<file path="src/rtl/zymason_seg_loader.sv">
// Write sequencer for the Zymason 12-digit segment store: FIFO-buffered digits are replayed as
// the LO/HI/ADV write cycle, then EX1/EX2 return the store to SCAN. Optional: ZYMASON_HEXDEC_EN.
module zymason_seg_loader #(
  parameter int DEPTH      = 4,
  parameter int NUM_DIGITS = 12
) (
  input  logic       clock,
  input  logic       reset,
  input  logic       in_valid,
  output logic       in_ready,
  input  logic [6:0] in_data,
  input  logic [4:0] spd,
  output logic       RW,
  output logic       sel,
  output logic [3:0] pin_in,
  output logic       busy,
  output logic [3:0] wr_cnt
);

  localparam int AW = $clog2(DEPTH);
`ifdef ZYMASON_HEXDEC_EN
  localparam int DW = 4;
`else
  localparam int DW = 7;
`endif
  localparam logic [3:0] LAST_DIGIT = 4'(NUM_DIGITS - 1);

  typedef enum logic [2:0] {S_IDLE, S_LO, S_HI, S_ADV, S_EX1, S_EX2} state_t;

  state_t        state, state_nxt;
  logic [DW-1:0] mem [DEPTH];
  logic [AW-1:0] wr_ptr, rd_ptr;
  logic [AW:0]   count;
  logic [6:0]    seg, pop_seg;
  logic          push, pop;

  assign in_ready = (count != (AW+1)'(DEPTH));
  assign push     = in_valid & in_ready;
  assign pop      = ((state == S_IDLE) || (state == S_ADV)) && (count != '0);

  // NOTE: storage entries carry no reset; emptiness is defined by count/pointers alone.
  always_ff @(posedge clock) begin
    if (push) mem[wr_ptr] <= in_data[DW-1:0];
  end

  always_ff @(posedge clock or posedge reset) begin
    if (reset) begin
      wr_ptr <= '0;
      rd_ptr <= '0;
      count  <= '0;
    end else begin
      if (push) wr_ptr <= wr_ptr + AW'(1);
      if (pop)  rd_ptr <= rd_ptr + AW'(1);
      case ({push, pop})
        2'b10:   count <= count + (AW+1)'(1);
        2'b01:   count <= count - (AW+1)'(1);
        default: count <= count;
      endcase
    end
  end

`ifdef ZYMASON_HEXDEC_EN
  function automatic logic [6:0] hex_to_seg(input logic [3:0] h);
    case (h)
      4'h0: return 7'h3F;  4'h1: return 7'h06;  4'h2: return 7'h5B;  4'h3: return 7'h4F;
      4'h4: return 7'h66;  4'h5: return 7'h6D;  4'h6: return 7'h7D;  4'h7: return 7'h07;
      4'h8: return 7'h7F;  4'h9: return 7'h6F;  4'hA: return 7'h77;  4'hB: return 7'h7C;
      4'hC: return 7'h39;  4'hD: return 7'h5E;  4'hE: return 7'h79;  default: return 7'h71;
    endcase
  endfunction

  assign pop_seg = hex_to_seg(mem[rd_ptr]);
`else
  assign pop_seg = mem[rd_ptr];
`endif

  always_ff @(posedge clock or posedge reset) begin
    if (reset) begin
      state  <= S_IDLE;
      seg    <= '0;
      wr_cnt <= '0;
    end else begin
      state <= state_nxt;
      if (pop) seg <= pop_seg;
      // ADV always lasts exactly one cycle, so being in ADV marks the edge that leaves it.
      if (state == S_ADV) wr_cnt <= (wr_cnt == LAST_DIGIT) ? 4'd0 : wr_cnt + 4'd1;
    end
  end

  // NOTE: combinational blocks use blocking assignments and assign a default first, so no latch forms.
  always_comb begin
    state_nxt = state;
    case (state)
      S_IDLE:  if (count != '0) state_nxt = S_LO;
      S_LO:    state_nxt = S_HI;
      S_HI:    state_nxt = S_ADV;
      S_ADV:   state_nxt = (count != '0) ? S_LO : S_EX1;
      S_EX1:   state_nxt = S_EX2;
      S_EX2:   state_nxt = S_IDLE;
      default: state_nxt = S_IDLE;
    endcase
  end

  // Outputs come from state and seg only; spd is passed through while idle.
  always_comb begin
    RW     = 1'b0;
    sel    = spd[0];
    pin_in = spd[4:1];
    busy   = (state != S_IDLE);
    case (state)
      S_LO, S_ADV: begin
        RW     = 1'b1;
        sel    = 1'b0;
        pin_in = seg[3:0];
      end
      S_HI: begin
        RW     = 1'b1;
        sel    = 1'b1;
        pin_in = {1'b0, seg[6:4]};
      end
      S_EX1: begin
        sel    = 1'b1;
        pin_in = 4'd0;
      end
      S_EX2: begin
        sel    = 1'b0;
        pin_in = 4'd0;
      end
      default: ;
    endcase
  end

endmodule

</file>
<file path="config.mk">
export PLATFORM = sky130hd
export DESIGN_NAME = zymason_seg_loader
export DESIGN_NICKNAME = d
export VERILOG_FILES = /design/src/rtl/zymason_seg_loader.sv
export SDC_FILE = /design/constraint.sdc
export NUM_CORES = 1
export LEC_CHECK = 0
export BUFFER_PORTS_ARGS = -buffer_cell sky130_fd_sc_hd__buf_2
export CAP_MARGIN = 0
export CORE_UTILIZATION = 50
export DETAILED_ROUTE_END_ITERATION = 6
export PLACE_DENSITY = 0.7
export SYNTH_ARGS = -nofsm -noshare
export SYNTH_HDL_FRONTEND = slang
export SYNTH_SLANG_ARGS = --single-unit
</file>
<file path="constraint.sdc">
create_clock -name clock -period 2.5 [get_ports clock]
set_clock_uncertainty 0.1 [all_clocks]
set_input_delay 0.5 -clock clock [delete_from_list [all_inputs] [get_ports clock]]
set_output_delay 0.5 -clock clock [all_outputs]
set_load 0.01 [all_outputs]
</file>
# ---- Word-level counts from Yosys, hierarchy flattened
# Memories as Yosys holds them, arrays and structs flattened. A register that Yosys moved wholly into a read port is not among the register bits.
# Index checks and enable logic that the tools add are counted.
dict set report word_totals {
  reg_bits 14
  mem_bits_rw 28
  memories 1
  latch_bits 0
  romBits 0
  output_inout_bits 12
  input_bits 15
  wordCells 43
}
dict set report op_classes {
  addsub 5
  order_cmp 0
  mul 0
  div_mod_pow 0
  n_bitwise 1
  reduce_logical 11
  eq_ne 10
  mux 10
  n_shift 0
}
# memory depth width read_ports rd_ports_with_merged_regs wr line
set memory_table {}
lappend memory_table {mem 4 7 1 1 1 31} ;# logic [DW-1:0] mem [DEPTH];
# op n
set op_table {}
lappend op_table {{$pmux 3 s5} 1}
lappend op_table {{$pmux 4 s3} 1}
lappend op_table {{$eq 3x2->1 const B} 2}
lappend op_table {{$eq 3x3->1 const B} 2}
lappend op_table {{$mux 3} 2}
lappend op_table {{$pmux 3 s2} 1}
lappend op_table {{$reduce_bool 3->1} 2}
lappend op_table {{$reduce_or 2->1} 3}
lappend op_table {{$reduce_or 3->1} 2}
lappend op_table {{$add 2x1->2 const B} 2}
lappend op_table {{$add 4x1->4 const B} 1}
lappend op_table {{$eq 4x4->1 const B} 1}
lappend op_table {{$mux 4} 1}
lappend op_table {{$add 3x1->3 const B} 1}
lappend op_table {{$eq 3x1->1 const B} 1}
lappend op_table {{$logic_not 3->1} 1}
lappend op_table {{$mux 1} 3}
lappend op_table {{$ne 3x3->1 const B} 1}
lappend op_table {{$sub 3x1->3 const B} 1}
lappend op_table {{$eq 2x1->1 const B} 1}
lappend op_table {{$eq 2x2->1 const B} 1}
lappend op_table {{$ne 2x1->1 const B} 1}
lappend op_table {{$pmux 1 s2} 1}
lappend op_table {{$reduce_bool 2->1} 1}
lappend op_table {{3 further kinds} 3}

# ---- Logic depth before layout (Yosys ltp)
# Gate-level depths: netlist (run 1).
dict set report depth {
  word_depth 5
  ltp_mapped 9
  mapped_depth_nobuf 8
}

# ---- Worst setup path before layout (run 1)
# Ideal clock, no wire load.
dict set report synth_timing {
  path_type {reg2reg}
  startpoint {register count[0]}
  endpoint {register count[2]}
  required_ns 2.321
  path_buffers 1
  arrival_ns 1.978
  path_stages_with_launch 10
  setup_time_ns 0.079
  synth_period_minus_slack_ns 2.157
  slack_ns 0.343
  cell_sequence {dfrtp_1 > or3b_1 > buf_2 > nand2_2 > ha_1 > inv_1 > fa_1 > xor2_1 > nor2_1 > xor2_1}
}
dict set report synth_between {
  elab_chain_cells 4
  elab_cells_between_ends 10
  classes_between {add/sub: 2; eq/ne: 3; mux: 1; bitwise: 1; reduce/logical: 3}
}
# item line
set synth_lines {}
lappend synth_lines {{start: declaration} 33} ;# logic [AW:0] count;
lappend synth_lines {{start signal: assignment} 55} ;# 2'b10: count <= count + (AW+1)'(1);
lappend synth_lines {{start signal: assignment} 56} ;# 2'b01: count <= count - (AW+1)'(1);
lappend synth_lines {{start signal: assignment} 57} ;# default: count <= count;
lappend synth_lines {{$ne 3x3->1 (*)} 37} ;# assign in_ready = (count != (AW+1)'(DEPTH));
lappend synth_lines {{net in_ready} 10} ;# output logic in_ready,
lappend synth_lines {{$and 1x1->1 (*)} 38} ;# assign push = in_valid & in_ready;
lappend synth_lines {{$eq 2x1->1 or $eq 2x2->1 (tied branches)} 54} ;# case ({push, pop})
lappend synth_lines {{$pmux 3 s2 or $reduce_bool 2->1 (tied branches)} n/a}
# Mark *: on every way through the listed nets, which the timed path passes. The rest lies on a longest branch.
# A chain may end at the register's enable or synchronous reset.

# ---- Worst setup path in the final report (run 1)
dict set report layout_timing {
  startpoint {register count[0]}
  endpoint {register count[2]}
}
dict set report layout_between {
  elab_chain_cells 4
  elab_cells_between_ends 10
  classes_between {add/sub: 2; eq/ne: 3; mux: 1; bitwise: 1; reduce/logical: 3}
}
# item line
set layout_lines {}
lappend layout_lines {{$ne 3x3->1 or $reduce_bool 3->1 (tied branches)} {37, 39}}
lappend layout_lines {{$and 1x1->1 or $logic_and 1x1->1 (tied branches)} {38, 39}}
lappend layout_lines {{$eq 2x1->1 or $eq 2x2->1 (tied branches)} 54}
lappend layout_lines {{$pmux 3 s2 or $reduce_bool 2->1 (tied branches)} n/a}
# Several ways; a longest one is shown, not always the timed one.

==> results of run 1 <==
==> path summary, 6_finish.rpt <==
path                        endpoint  slack, ps  depth (start not counted)
min in group clock         mem[1][4]        320                          1
hold reg to reg               seg[0]        410                          1
max in group asynchronous  rd_ptr[1]       1530                          2
setup / recovery            count[2]        180                          8
hold / removal              count[0]        250                          2
setup reg to reg            count[2]        180                          8
==> kinds of logic (layout without fill, tap and decap cells) <==
logic type,after synthesis,count (layout),synth area share [%]
AOI/OAI and AO/OA,13,13,3.94
DFF,49,49,61.4
xor gates and xnor gates,7,7,3.09
buffers and inverters,15,44,3.54
adders and majority gates,7,7,4.27
and+or+nand+nor,29,29,7.82
muxes,25,25,15.9
==> Yosys cell counts, drive strengths merged <==
cell    count  share of area, %
nor3        2               1.2
and3b       2              0.79
xor2        5               2.3
buf         8               2.4
nor4b       1              0.39
or3b        1              0.39
nand2b      1              0.28
fa          1              0.90
dfrtp      21                24
a21boi      1              0.34
or3         1              0.28
o221a       1              0.51
edfxtp     28                38
and3        5               1.4
a21o        1              0.34
a21oi       1              0.22
a22o        2              0.79
o21ai       6               1.3
a221oi      1              0.39
clkbuf      1              0.17
nand3       3              0.67
nor2        7               1.2
mux4        7               7.1
xnor2       2              0.79
mux2i       5               2.2
nand2       5              0.96
inv         6               1.0
nor2b       1              0.28
mux2       13               6.6
ha          6               3.4
==> registers in the layout, summed over array words and instances (netlist names) <==
name    flops
wr_cnt      4
state       3
mem        28
rd_ptr      2
wr_ptr      2
count       3
seg         7
==> final cells by class <==
type / count / area, sq um / share of cell area [%]
Sequential cell: 49 / 1370 / 55.2
Multi-Input combinational cell: 81 / 779 / 31.5
Timing Repair Buffer: 30 / 160 / 6.47
Clock inverter: 2 / 10.0 / 0.405
Clock buffer: 6 / 72.6 / 2.93
Tap cell: 50 / 62.6 / 2.53
Inverter: 6 / 22.5 / 0.910
==> worst max-delay path, cell delays in order, from the launching register on <==
cell and delay (ps):
dfrtp_1 440, or3b_1 500, nand2_2 150, ha_1 190, inv_1 60, fa_1 380
xor2_1 150, nor2_1 110, xor2_1 160
==> routing by layer <==
| layer | track usage, % | up-vias |
|---|---|---|
| met5 | 0 | - |
| met4 | 6.12 | 0 |
| met3 | 4.93 | 4 |
| met2 | 27.1 | 33 |
| met1 | 24.7 | 618 |
| li1 | - | 591 |
==> stage by stage <==
| stage | hold slack, ps | cells |
|---|---|---|
| after detailed placement | 401 | 216 |
| after global placement | 391 | 216 |
| after floorplan | 374 | 145 |
| after CTS | 270 | 224 |
| final | 252 | 224 |
| after global routing | 306 | 224 |
==> power by group <==
part | internal (mW) | switching [mW] | total (mW) | leakage, nW
logic | 0.776 | 0.700 | 1.48 | 0.470
clock network | 0.194 | 0.248 | 0.443 | 0.0450
registers | 1.15 | 0.228 | 1.38 | 0.503
==> impl_metrics.toml, run 1 <==
[drt]
via_per_inst = 5.56
routed_wl_mm = 3.69
wl_per_cell_microns = 16.5
met1_length_mm = 1.71
wl_met3_microns = 163
drc_errors = 0
drtIter0Drc = 63
vias = 1246
met2WireLength_mm = 1.78
first_pass_iters = 4
drtAntennaViolNets = 0
highest_layer = "met4"

[synth]
syn_nets = 167
ys_seq_elements = 49
yosysWarnings = 0
synthesis.area_sq_um = 2220
ys_seq_area_share_pct = 61.4
syn_area_per_cell_sq_um = 15.3
syn-instance-count = 145
synth_cell_type_count = 37

[sta]
rsz0062_at_grt = "false"
finalSetupViolations = 0
tightest_slew_ps = 833
min_period_ps = 2320
fin_tns_setup_ps = 0
timing.final.crit_share_pct = 92.7
fmax_mhz = 432
worst_slack_ps = 183
final-hold-violation-count = 0
final-max-slew-violation-count = 0
slew-limit-headroom_pct = 44.4

[global_routing]
grt_pass1_vias = 1187
track_usage_pct = 17.8
grt_pass1_wl_mm = 5.70
grt_max_degree = 22
overflow = 0
antenna_found_initial = 0

[setup_path]
r2r-start = "count[0]"
arrival_ps = 2440
critical_path_class = "reg -> reg"
required_ps = 2620
timing.critical_path.from = "count[0]"
crit_fanout = 6
start_kind = "flop"
end_kind = "flop"

[die]
die_h_microns = 68.7
coreArea_sq_um = 4140
initial_core_util_pct = 53.7
ioPinCount = 27
rows = 23
dieWidth_microns = 68.7
dieArea_sq_um = 4720

[placement]
port_buffers = 26
gp_congestion = 0.701
post-place-ws_ps = 217
dpl.hpwl_mm = 2.72
placed_cell_area_sq_um = 2390

[cts]
cts_resized = 0
cts_sinks = 49
path_clk_slew_ps = 80
clock_latency_ps = 300
postCtsHoldBufs = 0
postCtsSetupRepairBufs = 0
cts_max_level = 2
cts_tree = "done"
cts_buffer_depth = 2
cts_buffers = 5
clockRootBuffer = "clkbuf_8"

[layout]
utilization_pct = 59.7
final_cell_area_sq_um = 2470
drive_gt1_share_pct = 35.1
most-common-layout-cells = "edfxtp_1 (28), buf_2 (26), dfrtp_1 (21), mux2_2 (12)"
n_antenna_cell = 0
syn2layout_area_growth_pct = 11.2
nets = 195
mostFrequentLayoutCell = "edfxtp_1"
n_fill_cell = 340

[power_and_ir_drop]
leakagePower_nw = 1.02
ir_drop_uv = 586
finalPower_mw = 3.30
p_per_area_nw_per_um2 = 1330

[status]
outcome = "finished clean"

[job]
cap_violations = 0

[min_path]
hp-class = "in -> async"
Power figures use the tool's default switching activity.
==> run 2, diff against run 1 <==
- PLACE_DENSITY: 0.7 -> 0.79
==> run 2 against run 1 <==
  * Register-to-register slack better by 50 ps
  * Die area did not move
  * Via count up 0.48%
  * Core utilization fell by 0.091 points
  * Maximum frequency increased by 2.0%
  * Critical endpoint unchanged
==> impl_metrics.toml, run 2 (synthesis gave the netlist of run 1 again) <==
[status]
outcome = "finished clean"

[setup_path]
arrival_ps = 2400
slowest_delay_ps = 490
slowest_stage = "or3b_1"
cp_common_cell = "xor2_1"
crit_fanout = 6
r2r_slack_ps = 230
path_buf_inv = 1
r2r-start = "count[0]"
required_ps = 2620
start_kind = "flop"
critical_path_class = "reg -> reg"
r2r-end = "count[2]"
rr_worst_depth = 8
end_kind = "flop"
critPathTopFamily = "simple AND/OR/NAND/NOR gates"
crit_chain = "or3b_1 -> nand2_2 -> ha_1 -> inv_1 -> fa_1 -> xor2_1 -> nor2_1 -> xor2_1"

[drt]
via_per_inst = 5.61
drtIter0Drc = 32
drc_errors = 0
drtAntennaViolNets = 0
wl_per_cell_microns = 16.0
highest_layer = "met4"
vias = 1252
met1_length_mm = 1.60
first_pass_iters = 4
met2WireLength_mm = 1.76
wl_met3_microns = 156
routed_wl_mm = 3.56

[cts]
clockRootBuffer = "clkbuf_8"
postCtsSetupRepairBufs = 0
cts_buffers = 5
cts_tree = "done"
path_clk_slew_ps = 80
postCtsHoldBufs = 0
cts_buffer_depth = 2
clock_latency_ps = 290
cts_max_level = 2
cts_resized = 0
cts_sinks = 49

[die]
dieWidth_microns = 68.7
die_h_microns = 68.7
rows = 23
ioPinCount = 27
dieArea_sq_um = 4720
coreArea_sq_um = 4140
initial_core_util_pct = 53.7

[sta]
fmax_mhz = 440
slew-limit-headroom_pct = 46.9
final-max-slew-violation-count = 0
min_period_ps = 2270
worst_hold_slack_ps = 239
finalSetupViolations = 0
fin_tns_setup_ps = 0
final-hold-violation-count = 0
tightest_slew_ps = 795
timing.final.crit_share_pct = 90.9
rsz0062_at_grt = "false"

[placement]
port_buffers = 26
dpl.hpwl_mm = 2.65
gp_congestion = 0.763

[layout]
largest_reg_flops = 28
n_fill_cell = 332
drive_gt1_share_pct = 34.7
n_antenna_cell = 0
regMostFlops = "mem"
most-common-layout-cells = "edfxtp_1 (28), buf_2 (26), dfrtp_1 (21), mux2_2 (12)"
seqCellArea_sq_um = 1370
multiInputGateArea_sq_um = 779
reg.largest.list = "mem: 28 flops, seg: 7 flops, wr_cnt: 4 flops"
nets = 194
mostFrequentLayoutCell = "edfxtp_1"
syn2layout_area_growth_pct = 11.0

[power_and_ir_drop]
clkPwrFrac_pct = 13.4
power_switching_mw = 1.15
swShare_pct = 35.4
finalPower_mw = 3.26
intPower_mw = 2.11
leakagePower_nw = 1.01
p_per_area_nw_per_um2 = 1320
ir_drop_uv = 754
pwr-share-seq_pct = 42.8
p_comb_share_pct = 43.8

[global_routing]
grt_pass1_vias = 1208
track_usage_pct = 17.4
grt_max_degree = 22
grt_pass1_wl_mm = 5.69
overflow = 0
antenna_found_initial = 0

[min_path]
hp-class = "in -> async"

[job]
cap_violations = 0
## run 2: metal layers
metal | global-route usage, % | vias up
li1 | - | 584
met1 | 21.6 | 636
met2 | 29.7 | 27
met3 | 4.77 | 5
met4 | 5.36 | 0
met5 | 0 | -
## run 2: area by class of cell
| class | count | area share (%) |
|---|---|---|
| Sequential cell | 49 | 55.3 |
| Multi-Input combinational cell | 81 | 31.6 |
| Timing Repair Buffer | 29 | 6.18 |
| Clock buffer | 5 | 2.79 |
| Tap cell | 50 | 2.53 |
| Inverter | 6 | 0.912 |
| Clock inverter | 3 | 0.709 |
## run 2: power groups by stage
stage	Clock [mW]	Sequential, mW	Combinational, mW
floorplan	0	1.30	1.20
global placement	0	1.39	1.36
detailed placement	0	1.42	1.44
CTS	0.451	1.40	1.45
global route	0.476	1.44	1.58
finish	0.437	1.40	1.43
## run 2: worst max path at each step
stage | start | endpoint | slack [ps] | cells after the start
finish | count[0] | count[2] | 230 | 8
global route | count[0] | count[2] | 120 | 8
CTS | count[0] | count[2] | 220 | 8
detailed placement | count[0] | count[2] | 250 | 8
global placement | count[0] | count[2] | 350 | 8
floorplan | count[0] | count[2] | 340 | 9
## run 2: worst register-to-register path: stages (launching register included)
cell and delay (ps):
dfrtp_1 440, or3b_1 490, nand2_2 150, ha_1 190, inv_1 60, fa_1 370
xor2_1 150, nor2_1 120, xor2_1 150
## run 2: metrics by stage
step	worst slack, ps	instance area (sq um)	instances	utilization, %
3_3_place_gp	353	2380	215	57.5
6_report	228	2470	223	59.6
5_1_grt	120	2470	223	59.6
4_1_cts	225	2470	223	59.6
2_1_floorplan	343	2220	145	-
3_5_place_dp	247	2380	215	57.5
